### config.mk
export PLATFORM = sky130hd
export DESIGN_NAME = instr_fetch
export DESIGN_NICKNAME = d
export VERILOG_FILES = /design/src/rtl/fetch_pkg.sv /design/src/rtl/fetch_queue.sv /design/src/rtl/instr_fetch.sv
export SDC_FILE = /design/constraint.sdc
export NUM_CORES = 1
export LEC_CHECK = 0
export BUFFER_PORTS_ARGS = -buffer_cell sky130_fd_sc_hd__buf_2
export CAP_MARGIN = 20
export CORE_AREA = 2 2 151 153
export DETAILED_ROUTE_END_ITERATION = 8
export DIE_AREA = 0 0 153 155
export PLACE_DENSITY = 0.61
export SYNTH_ARGS = -nofsm -noshare
export SYNTH_HDL_FRONTEND = slang
export SYNTH_SLANG_ARGS = --single-unit
### constraint.sdc
create_clock -name i_clk -period 3.6 [get_ports i_clk]
set_input_delay 0.36 -clock i_clk [delete_from_list [all_inputs] [get_ports i_clk]]
set_output_delay 0.36 -clock i_clk [all_outputs]
set_load 0.01 [all_outputs]
### src/rtl/fetch_pkg.sv
// Shared types and constants for the instruction fetch stage.
package fetch_pkg;

    typedef enum logic [1:0] {
        BOOT  = 2'd0,
        FETCH = 2'd1,
        FAULT = 2'd2
    } fetch_state_e;

    localparam int unsigned INSTR_BYTES           = 4;
    localparam logic [31:0] DEFAULT_RESET_PC      = 32'h0000_0064;
    localparam logic [31:0] DEFAULT_MEM_LAST_ADDR = 32'h0000_0100;
    localparam int unsigned QUEUE_DEPTH           = 2;
    localparam int unsigned PTR_W                 = (QUEUE_DEPTH > 1) ? $clog2(QUEUE_DEPTH) : 1;
    localparam int unsigned CNT_W                 = $clog2(QUEUE_DEPTH + 1);

    typedef struct packed {
        logic [31:0] pc;
        logic [31:0] instr;
    } fetch_entry_t;

    // Widened to 33 bits so pc near 2^32 cannot wrap past the limit.
    function automatic logic addr_bad(input logic [31:0] pc, input logic [31:0] last_addr);
        return (pc[1:0] != 2'b00) ||
               (({1'b0, pc} + 33'(INSTR_BYTES - 1)) > {1'b0, last_addr});
    endfunction

endpackage

### src/rtl/fetch_queue.sv
// Small FIFO of {pc, instr} entries between fetch and decode.
// Supports simultaneous push/pop and a synchronous flush.
module fetch_queue
    import fetch_pkg::*;
(
    input  logic             clk_i,
    input  logic             rst_ni,
    input  logic             flush_i,
    input  logic             push_i,
    input  fetch_entry_t     push_data_i,
    input  logic             pop_i,
    output logic             valid_o,
    output fetch_entry_t     head_o,
    output logic [CNT_W-1:0] count_o
);

    logic [PTR_W-1:0] wr_ptr_q, wr_ptr_d;
    logic [PTR_W-1:0] rd_ptr_q, rd_ptr_d;
    logic [CNT_W-1:0] count_q, count_d;
    logic             wr_en;
    logic             rd_en;
    fetch_entry_t     entry_view [QUEUE_DEPTH];

    function automatic logic [PTR_W-1:0] ptr_inc(input logic [PTR_W-1:0] ptr);
        return (ptr == PTR_W'(QUEUE_DEPTH - 1)) ? '0 : ptr + 1'b1;
    endfunction

    assign rd_en = pop_i && (count_q != '0);
    assign wr_en = push_i && ((count_q < CNT_W'(QUEUE_DEPTH)) || rd_en);

    for (genvar gi = 0; gi < QUEUE_DEPTH; gi++) begin : g_entry
        fetch_entry_t entry_q;

        always_ff @(posedge clk_i or negedge rst_ni) begin
            if (!rst_ni) begin
                entry_q <= '0;
            end else if (wr_en && !flush_i && (wr_ptr_q == PTR_W'(gi))) begin
                entry_q <= push_data_i;
            end
        end

        assign entry_view[gi] = entry_q;
    end

    always_comb begin
        wr_ptr_d = wr_ptr_q;
        rd_ptr_d = rd_ptr_q;
        count_d  = count_q;
        if (flush_i) begin
            wr_ptr_d = '0;
            rd_ptr_d = '0;
            count_d  = '0;
        end else begin
            if (wr_en) wr_ptr_d = ptr_inc(wr_ptr_q);
            if (rd_en) rd_ptr_d = ptr_inc(rd_ptr_q);
            case ({wr_en, rd_en})
                2'b10:   count_d = count_q + 1'b1;
                2'b01:   count_d = count_q - 1'b1;
                default: count_d = count_q;
            endcase
        end
    end

    always_ff @(posedge clk_i or negedge rst_ni) begin
        if (!rst_ni) begin
            wr_ptr_q <= '0;
            rd_ptr_q <= '0;
            count_q  <= '0;
        end else begin
            wr_ptr_q <= wr_ptr_d;
            rd_ptr_q <= rd_ptr_d;
            count_q  <= count_d;
        end
    end

    assign valid_o = (count_q != '0);
    assign head_o  = entry_view[rd_ptr_q];
    assign count_o = count_q;

endmodule

### src/rtl/instr_fetch.sv
// Fetch stage: PC register, boot/fetch/fault control and redirect handling
// in front of a single-cycle instruction memory; words queue toward decode.
module instr_fetch
    import fetch_pkg::*;
#(
    parameter logic [31:0] RESET_PC      = DEFAULT_RESET_PC,
    parameter logic [31:0] MEM_LAST_ADDR = DEFAULT_MEM_LAST_ADDR
) (
    input  logic        i_clk,
    input  logic        i_rst_n,
    output logic [31:0] o_pc,
    input  logic [31:0] i_instr,
    input  logic        i_redirect,
    input  logic [31:0] i_redirect_pc,
    output logic        o_valid,
    output logic [31:0] o_instr,
    output logic [31:0] o_instr_pc,
    input  logic        i_ready,
    output logic        o_fault,
    output logic [31:0] o_fault_pc
);

    fetch_state_e     state_q, state_d;
    logic [31:0]      pc_q, pc_d;
    logic             fault_q, fault_d;
    logic [31:0]      fault_pc_q, fault_pc_d;

    logic             q_valid;
    fetch_entry_t     q_head;
    logic [CNT_W-1:0] q_count;
    logic             pop;
    logic             slot_free;
    logic             bad;
    logic             push;
    logic             take_fault;

    assign pop        = q_valid && i_ready;
    assign slot_free  = (q_count < CNT_W'(QUEUE_DEPTH)) || pop;
    assign bad        = addr_bad(pc_q, MEM_LAST_ADDR);
    assign push       = (state_q == FETCH) && !bad && slot_free && !i_redirect;
    assign take_fault = (state_q == FETCH) && bad && slot_free && !i_redirect;

    fetch_queue u_queue (
        .clk_i       (i_clk),
        .rst_ni      (i_rst_n),
        .flush_i     (i_redirect),
        .push_i      (push),
        .push_data_i ('{pc: pc_q, instr: i_instr}),
        .pop_i       (pop),
        .valid_o     (q_valid),
        .head_o      (q_head),
        .count_o     (q_count)
    );

    always_ff @(posedge i_clk or negedge i_rst_n) begin
        if (!i_rst_n) begin
            state_q    <= BOOT;
            pc_q       <= RESET_PC;
            fault_q    <= 1'b0;
            fault_pc_q <= '0;
        end else begin
            state_q    <= state_d;
            pc_q       <= pc_d;
            fault_q    <= fault_d;
            fault_pc_q <= fault_pc_d;
        end
    end

    // Redirect overrides every other transition, including out of BOOT.
    always_comb begin
        state_d    = state_q;
        pc_d       = pc_q;
        fault_d    = fault_q;
        fault_pc_d = fault_pc_q;
        case (state_q)
            BOOT:    state_d = FETCH;
            FETCH:   if (take_fault) state_d = FAULT;
            FAULT:   state_d = FAULT;
            default: state_d = BOOT;
        endcase
        if (i_redirect) begin
            state_d = FETCH;
            pc_d    = i_redirect_pc;
            fault_d = 1'b0;
        end else if (push) begin
            pc_d = pc_q + 32'(INSTR_BYTES);
        end else if (take_fault) begin
            fault_d    = 1'b1;
            fault_pc_d = pc_q;
        end
    end

    always_comb begin
        o_pc       = pc_q;
        o_valid    = q_valid;
        o_instr    = q_valid ? q_head.instr : 32'h0;
        o_instr_pc = q_valid ? q_head.pc    : 32'h0;
        o_fault    = fault_q;
        o_fault_pc = fault_pc_q;
    end

endmodule

==> Yosys cells after proc, flatten, opt, wreduce, memory -nomap -nowiden <==
Cells that the tools add are included.
{ "classes": {"addsub": 6, "mux": 21, "eq_ne": 6, "reduce_logical": 27, "n_bitwise": 4, "magnitude_cmp": 3} }
{ "ops": {"columns": ["operator", "n"], "rows": [
  ["2-to-1 mux 64 bit", 3],
  ["2-to-1 mux 32 bit", 4],
  ["adder 32 x 2 -> 33 bit (second input constant)", 1],
  ["> comparator 33 x 9 -> 1 bit (second input constant)", 1],
  ["adder 32 x 3 -> 32 bit (second input constant)", 1],
  ["logical AND 1 bit", 12],
  ["nonzero test 2 bit", 6],
  ["2-to-1 mux 1 bit", 9],
  ["2-to-1 mux 2 bit", 3],
  ["one-hot mux 2 bit (3 select lines)", 1],
  ["== test 2 x 1 -> 1 bit (second input constant)", 2],
  ["== test 2 bit (second input constant)", 2],
  ["one-hot mux 2 bit (2 select lines)", 1],
  ["logical OR 1 bit", 3],
  ["!= test 3 bit (second input constant)", 1],
  ["inverter 1 bit", 3],
  ["AND reduction 3 bit", 1],
  ["nonzero test 3 bit", 1],
  ["adder 1 bit (second input constant)", 2],
  ["adder 2 x 1 -> 2 bit (second input constant)", 1],
  ["greater-or-equal comparator 2 bit (second input constant)", 1],
  ["zero test 1 bit", 2],
  ["zero test 2 bit", 1],
  ["less-than comparator 2 bit (second input constant)", 1],
  ["4 further kinds", 4]
]} }
{ "totals": {"elab_cells": 78, "inputBits": 68, "ff_bits": 199, "out_inout_bits": 130} }

==> Depth between registers and ports, before layout <==
{ "logic_depth": {"ltp_word": 11, "depth_mapped": 11, "depth_no_buf": 9} }

==> By module <==
A second synthesis with hierarchy kept.
{ "unflattened": {"cells_unflattened": 724, "hier_area_um2": 9933.3} }
{ "modules_own_cells": {"columns": ["module", "n_inst", "area_each_um2", "seq_area_each_um2", "cells_per_inst"], "rows": [
  ["fetch_queue", 1, 6034.5, 3303.2, 364],
  ["instr_fetch", 1, 3898.7, 1680.4, 360]
]} }

==> Worst setup path before layout <==
OpenSTA, ideal clock, no wires.
{ "synth_path": {"kind": "reg2reg", "startpoint": "register pc_q[2] (netlist: o_pc[2])", "endpoint": "register u_queue.g_entry[0].entry_q (netlist bit u_queue.entry_view[100])", "period_less_slack_ns": 3.127, "path_buffers": 2, "t_arrival_ns": 3.001, "setup_time_ns": 0.125, "path_stages_with_launch": 12, "path_slack_ns": 0.473, "required_time_ns": 3.475, "cell_sequence": "dfstp_2 > ha_1 > nand3_1 > or2_2 > o31ai_1 > nand4_1 > nor4_2 > nand3_2 > or3_1 > buf_2 > buf_6 > mux2_4"} }
{ "synth_via": {"elab_chain_cells": 10} }
{ "synth_rtl": {"columns": ["element", "line_no", "text"], "rows": [
  ["start: declaration", "instr_fetch.sv:24", "logic [31:0] pc_q, pc_d;"],
  ["start signal: assignment", "instr_fetch.sv:63", "pc_q <= pc_d;"],
  ["adder 32 x 2 -> 33 bit", "fetch_pkg.sv:25", "(({1'b0, pc} + 33'(INSTR_BYTES - 1)) > {1'b0, last_addr});"],
  ["> comparator 33 x 9 -> 1 bit", "fetch_pkg.sv:25", null],
  ["logical OR 1 bit", "fetch_pkg.sv:24", "return (pc[1:0] != 2'b00) ||"],
  ["zero test 1 bit", "instr_fetch.sv:40", "assign push = (state_q == FETCH) && !bad && slot_free && !i_redirect;"],
  ["logical AND 1 bit (3 in series)", "instr_fetch.sv:40", null],
  ["logical AND 1 bit", "fetch_queue.sv:29", "assign wr_en = push_i && ((count_q < CNT_W'(QUEUE_DEPTH)) || rd_en);"],
  ["logical AND 1 bit (2 in series)", "fetch_queue.sv:37", "end else if (wr_en && !flush_i && (wr_ptr_q == PTR_W'(gi))) begin"],
  ["end signal: assignment", "fetch_queue.sv:38", "entry_q <= push_data_i;"],
  ["end: declaration", "fetch_queue.sv:32", "fetch_entry_t entry_q;"]
]} }
Every way passes these cells.
A chain may end at the register's enable or synchronous reset.

==> Worst setup path after layout <==
{ "layout_path": {"startpoint": "register pc_q[6] (netlist: o_pc[6])", "endpoint": "register u_queue.g_entry[0].entry_q (netlist bit u_queue.entry_view[101])"} }
Same word-level chain as after synthesis.

==> PnR_summary.wiki <==
{| class="wikitable"
! Metric !! Value
|-
| Required @ worst endpoint || around 3.9 ns
|-
| Highest ir drop seen on vdd || ~0.3 mV
|-
| Worst EP arrival || ~3.8 ns
|-
| Non-Filler Cell Area, Final || roughly 11000 um^2
|-
| Seq cells post-synth || between 150 and 200
|-
| Die outline area || 23700 um^2
|-
| Hold Path Sink || o_pc[15]
|-
| Cell depth of the worst min-delay path || 3
|-
| Number of distinct standard cells referenced by the synthesized netlist || 51
|-
| Pin count of the biggest net entering global routing || between 70 and 80
|-
| Hold slack || about 0.14 ns
|-
| Main flop type after synthesis || sky130_fd_sc_hd__dfrtp_1
|-
| Clock-pin slew of the registers on the worst-case setup and hold paths || approximately 0.07 ns
|-
| Area inside the core boundary || between 20000 and 25000 um^2
|-
| Final antenna-violating net count || 0
|-
| Worst Setup Slack, final || 0.138 ns
|-
| I/O pins || 198
|-
| Hold wc startpoint || i_redirect_pc[15]
|-
| Worst Max-Slew Pin Slew || ~0.84 ns
|-
| Leftover overflow at the end of global routing || 0
|-
| Total wirelength of the detailed-routed design || 20.9 mm
|-
| Gate Count Post-Synth || about 720
|-
| Count of buffers from port buffering || 197
|-
| Clock sink count || about 200
|-
| Post-route core utilization || between 40% and 50%
|-
| Post-synth EDFFs || 0
|-
| Post-synthesis cell area || around 8900 um^2
|-
| Kind of end point of the critical path || flip-flop
|-
| Pre-CTS setup slack || 0.129 ns
|-
| Wirelength per Cell || roughly 17 um
|-
| R2R depth || 10
|-
| CTS max path bufs || 2
|-
| Width of the chip || 153 um
|-
| Remaining design rule violation count || 0
|-
| Power density cells || 464 nW/um^2
|-
| Master cell of the clock root buffer || sky130_fd_sc_hd__clkbuf_16
|-
| Worst Path Class, Setup || reg -> reg
|-
| Reg-to-Reg Start || o_pc[6]
|-
| Status || finished, final reports clean
|-
| First-pass GRT wire length || between 30 and 40 mm
|-
| Die extent in y || about 160 um
|-
| Final critical-path required period || roughly 3.5 ns
|-
| Drt pass-1 iters || 4
|-
| HPWL after detailed placement || between 10 and 15 mm
|-
| Overall power of the completed layout || 5.06 mW
|-
| Post-Place Cell Area || 10300 um^2
|-
| Number of buffers added by the clock tree synthesis step || 17
|-
| Reg2Reg Setup Slack || 0.14 ns
|-
| Total of warnings raised by yosys || 0
|-
| Average footprint of a synthesized cell || roughly 12 um^2
|-
| Fraction of the yosys area taken by sequential cells || 55.9%
|-
| Highest clock frequency the design can meet || around 290 MHz
|-
| Final weighted congestion in routability-driven placement || 0.879
|-
| Number of antenna violations at the first check in global routing || 1
|-
| First-iteration detailed-routing DRC count || 234
|-
| Relative area change from synthesis to final layout || 22.4%
|-
| Reg2Reg Capture Point || u_queue.entry_view[101]
|-
| TritonCTS clock tree || built
|-
| Class of the worst hold path || in -> reg
|-
| Worst-case clock skew || approximately 0.011 ns
|-
| Vias in the first global route || around 6300
|-
| Max transition margin || a little over two fifths
|-
| Antenna diode count || 0
|-
| Starting Density || between 40% and 50%
|-
| Row cnt || 55
|-
| Total of max-cap violations || 0
|-
| Crit-path max FO || 32
|-
| Vias post-DR || ~6000
|-
| # setup viols final || 0
|-
| Static leakage power || about 5.1 nW
|-
| Fraction of layout instances using a drive strength above 1 || ~42%
|-
| Number of H-tree levels || 4
|-
| Count of final hold-check violations || 0
|-
| Nets in the synthesized netlist || roughly 790
|-
| Layout Nets || roughly 1000
|-
| Proportion of synthesized flip-flops having asynchronous set or reset || 100%
|-
| Via/cell ratio || 5.09
|-
| Pins Over Slew Limit || 0
|-
| Startpoint type of the worst setup path || flip-flop
|-
| Portion of the clock cycle consumed by the worst path in the final layout || 96.2%
|-
| Worst-Skew Late Latency || ~0.43 ns
|-
| Tot GR Track Use || between 10% and 20%
|}
registers in the layout, summed over array words and instances, names as in the netlist:
signal              cells
u_queue.count_o         2
u_queue.rd_ptr_q        1
u_queue.entry_view    128
u_queue.wr_ptr_q        1
state_q                 2
o_fault                 1
o_pc                   32
o_fault_pc             32
layer usage:
layer / track usage, % / share of wire (%) / vias to the layer above
li1: - / - / 2902
met1: 24.7 / 47 / 3043
met2: 28.9 / 46 / 163
met3: 4.65 / 5.2 / 19
met4: 5.38 / 1.4 / 2
met5: 0 / 0.062 / -
power breakdown:
group / leakage [nW] / internal [mW] / switching [mW]
sequential: 2.62 / 2.39 / 0.145
combinational: 2.24 / 0.300 / 0.329
clock: 0.285 / 1.01 / 0.881
repair_timing:
item,4_1_cts,5_1_grt
setup buffers,0,2
endpoints found under the setup margin,0,102
hold buffers,1,0
endpoints found under the hold margin,63,0
resized for setup,0,3
synth_stat cells, types with 2 or more instances:
cell | n | area share (%)
sky130_fd_sc_hd__a211o_1 | 2 | 0.20
sky130_fd_sc_hd__a21oi_1 | 3 | 0.17
sky130_fd_sc_hd__a22oi_1 | 4 | 0.34
sky130_fd_sc_hd__a311oi_1 | 3 | 0.29
sky130_fd_sc_hd__a31oi_1 | 3 | 0.21
sky130_fd_sc_hd__and2_1 | 55 | 3.9
sky130_fd_sc_hd__and3_1 | 4 | 0.28
sky130_fd_sc_hd__and4_1 | 3 | 0.29
sky130_fd_sc_hd__and4b_1 | 2 | 0.22
sky130_fd_sc_hd__buf_1 | 8 | 0.34
sky130_fd_sc_hd__buf_2 | 11 | 0.62
sky130_fd_sc_hd__clkbuf_1 | 21 | 0.88
sky130_fd_sc_hd__dfrtp_1 | 196 | 55
sky130_fd_sc_hd__dfstp_2 | 3 | 0.88
sky130_fd_sc_hd__ha_1 | 3 | 0.42
sky130_fd_sc_hd__inv_1 | 10 | 0.42
sky130_fd_sc_hd__mux2_1 | 6 | 0.76
sky130_fd_sc_hd__mux2_2 | 122 | 15
sky130_fd_sc_hd__mux2_4 | 4 | 0.67
sky130_fd_sc_hd__mux2i_1 | 68 | 7.6
sky130_fd_sc_hd__nand2_1 | 18 | 0.76
sky130_fd_sc_hd__nand3_1 | 12 | 0.67
sky130_fd_sc_hd__nand4_1 | 10 | 0.70
sky130_fd_sc_hd__nor2_1 | 79 | 3.3
sky130_fd_sc_hd__nor2b_1 | 5 | 0.35
sky130_fd_sc_hd__nor3_1 | 10 | 0.56
sky130_fd_sc_hd__nor4_1 | 5 | 0.35
sky130_fd_sc_hd__o2111ai_1 | 2 | 0.20
sky130_fd_sc_hd__o211ai_1 | 2 | 0.17
sky130_fd_sc_hd__o21a_1 | 2 | 0.17
sky130_fd_sc_hd__o21ai_0 | 9 | 0.51
sky130_fd_sc_hd__o31ai_1 | 3 | 0.25
sky130_fd_sc_hd__or3_1 | 4 | 0.28
sky130_fd_sc_hd__or4_1 | 4 | 0.34
sky130_fd_sc_hd__xnor2_1 | 5 | 0.49
sky130_fd_sc_hd__xor2_1 | 2 | 0.20
worst max-delay path, cell delays in order (launching register included):
cell and delay (ns):
sky130_fd_sc_hd__dfstp_2 0.63, sky130_fd_sc_hd__nand3_1 0.18, sky130_fd_sc_hd__or3_1 0.53, sky130_fd_sc_hd__nor4_1 0.45, sky130_fd_sc_hd__nor3_1 0.14, sky130_fd_sc_hd__nor3b_2 0.20
sky130_fd_sc_hd__buf_4 0.16, sky130_fd_sc_hd__nand3_2 0.11, sky130_fd_sc_hd__or3_1 0.36, sky130_fd_sc_hd__buf_4 0.25, sky130_fd_sc_hd__mux2_4 0.33
placed cells by master (no fill, tap or decap), types with 7 or more instances in the layout:
cell type                   count
sky130_fd_sc_hd__buf_2        196
sky130_fd_sc_hd__dfrtp_1      195
sky130_fd_sc_hd__mux2_2       122
sky130_fd_sc_hd__nor2_1        77
sky130_fd_sc_hd__mux2i_1       68
sky130_fd_sc_hd__and2_1        55
sky130_fd_sc_hd__nand2_1       18
sky130_fd_sc_hd__clkbuf_16     17
sky130_fd_sc_hd__nand3_1       12
sky130_fd_sc_hd__inv_1         10
sky130_fd_sc_hd__nor3_1        10
sky130_fd_sc_hd__nand4_1       10
sky130_fd_sc_hd__o21ai_0        9
sky130_fd_sc_hd__buf_4          7
cell families after synthesis:
logic type                 after synthesis  synth area share, %
DFF                                    199                 55.9
buffers and inverters                   51                 2.39
muxes                                  200                 24.5
and+or+nand+nor                        220                 13.1
AOI/OAI and AO/OA                       38                 2.98
adders and majority gates                3                0.421
xor gates and xnor gates                 7                0.688
stage by stage:
step / TNS [ns] / instances
floorplan: 0 / 718
global placement: 0 / 1170
detailed placement: 0 / 1170
CTS: 0 / 1203
global route: -0.0557 / 1205
finish: 0 / 1205
worst max-delay path by stage:
| stage | startpoint | cells past startpoint | slack (ns) | endpoint |
|---|---|---|---|---|
| finish | o_pc[6] | 10 | 0.14 | u_queue.entry_view[101] |
| global placement | o_pc[6] | 9 | 0.20 | u_queue.entry_view[101] |
| CTS | o_pc[6] | 9 | 0.12 | u_queue.entry_view[101] |
| global route | o_pc[6] | 10 | -0.02 | u_queue.entry_view[101] |
| detailed placement | o_pc[6] | 9 | 0.13 | u_queue.entry_view[102] |
| floorplan | o_pc[2] | 11 | 0.47 | u_queue.entry_view[100] |
layout make-up:
cell class                      count  area (um^2)
Fill cell                        2039        11300
Sequential cell                   199         4990
Multi-Input combinational cell    468         3760
Timing Repair Buffer              211         1180
Clock buffer                       19          453
Tap cell                          285          357
Clock inverter                     13          136
Inverter                           10         37.5
(Power assumes the default switching activity.)
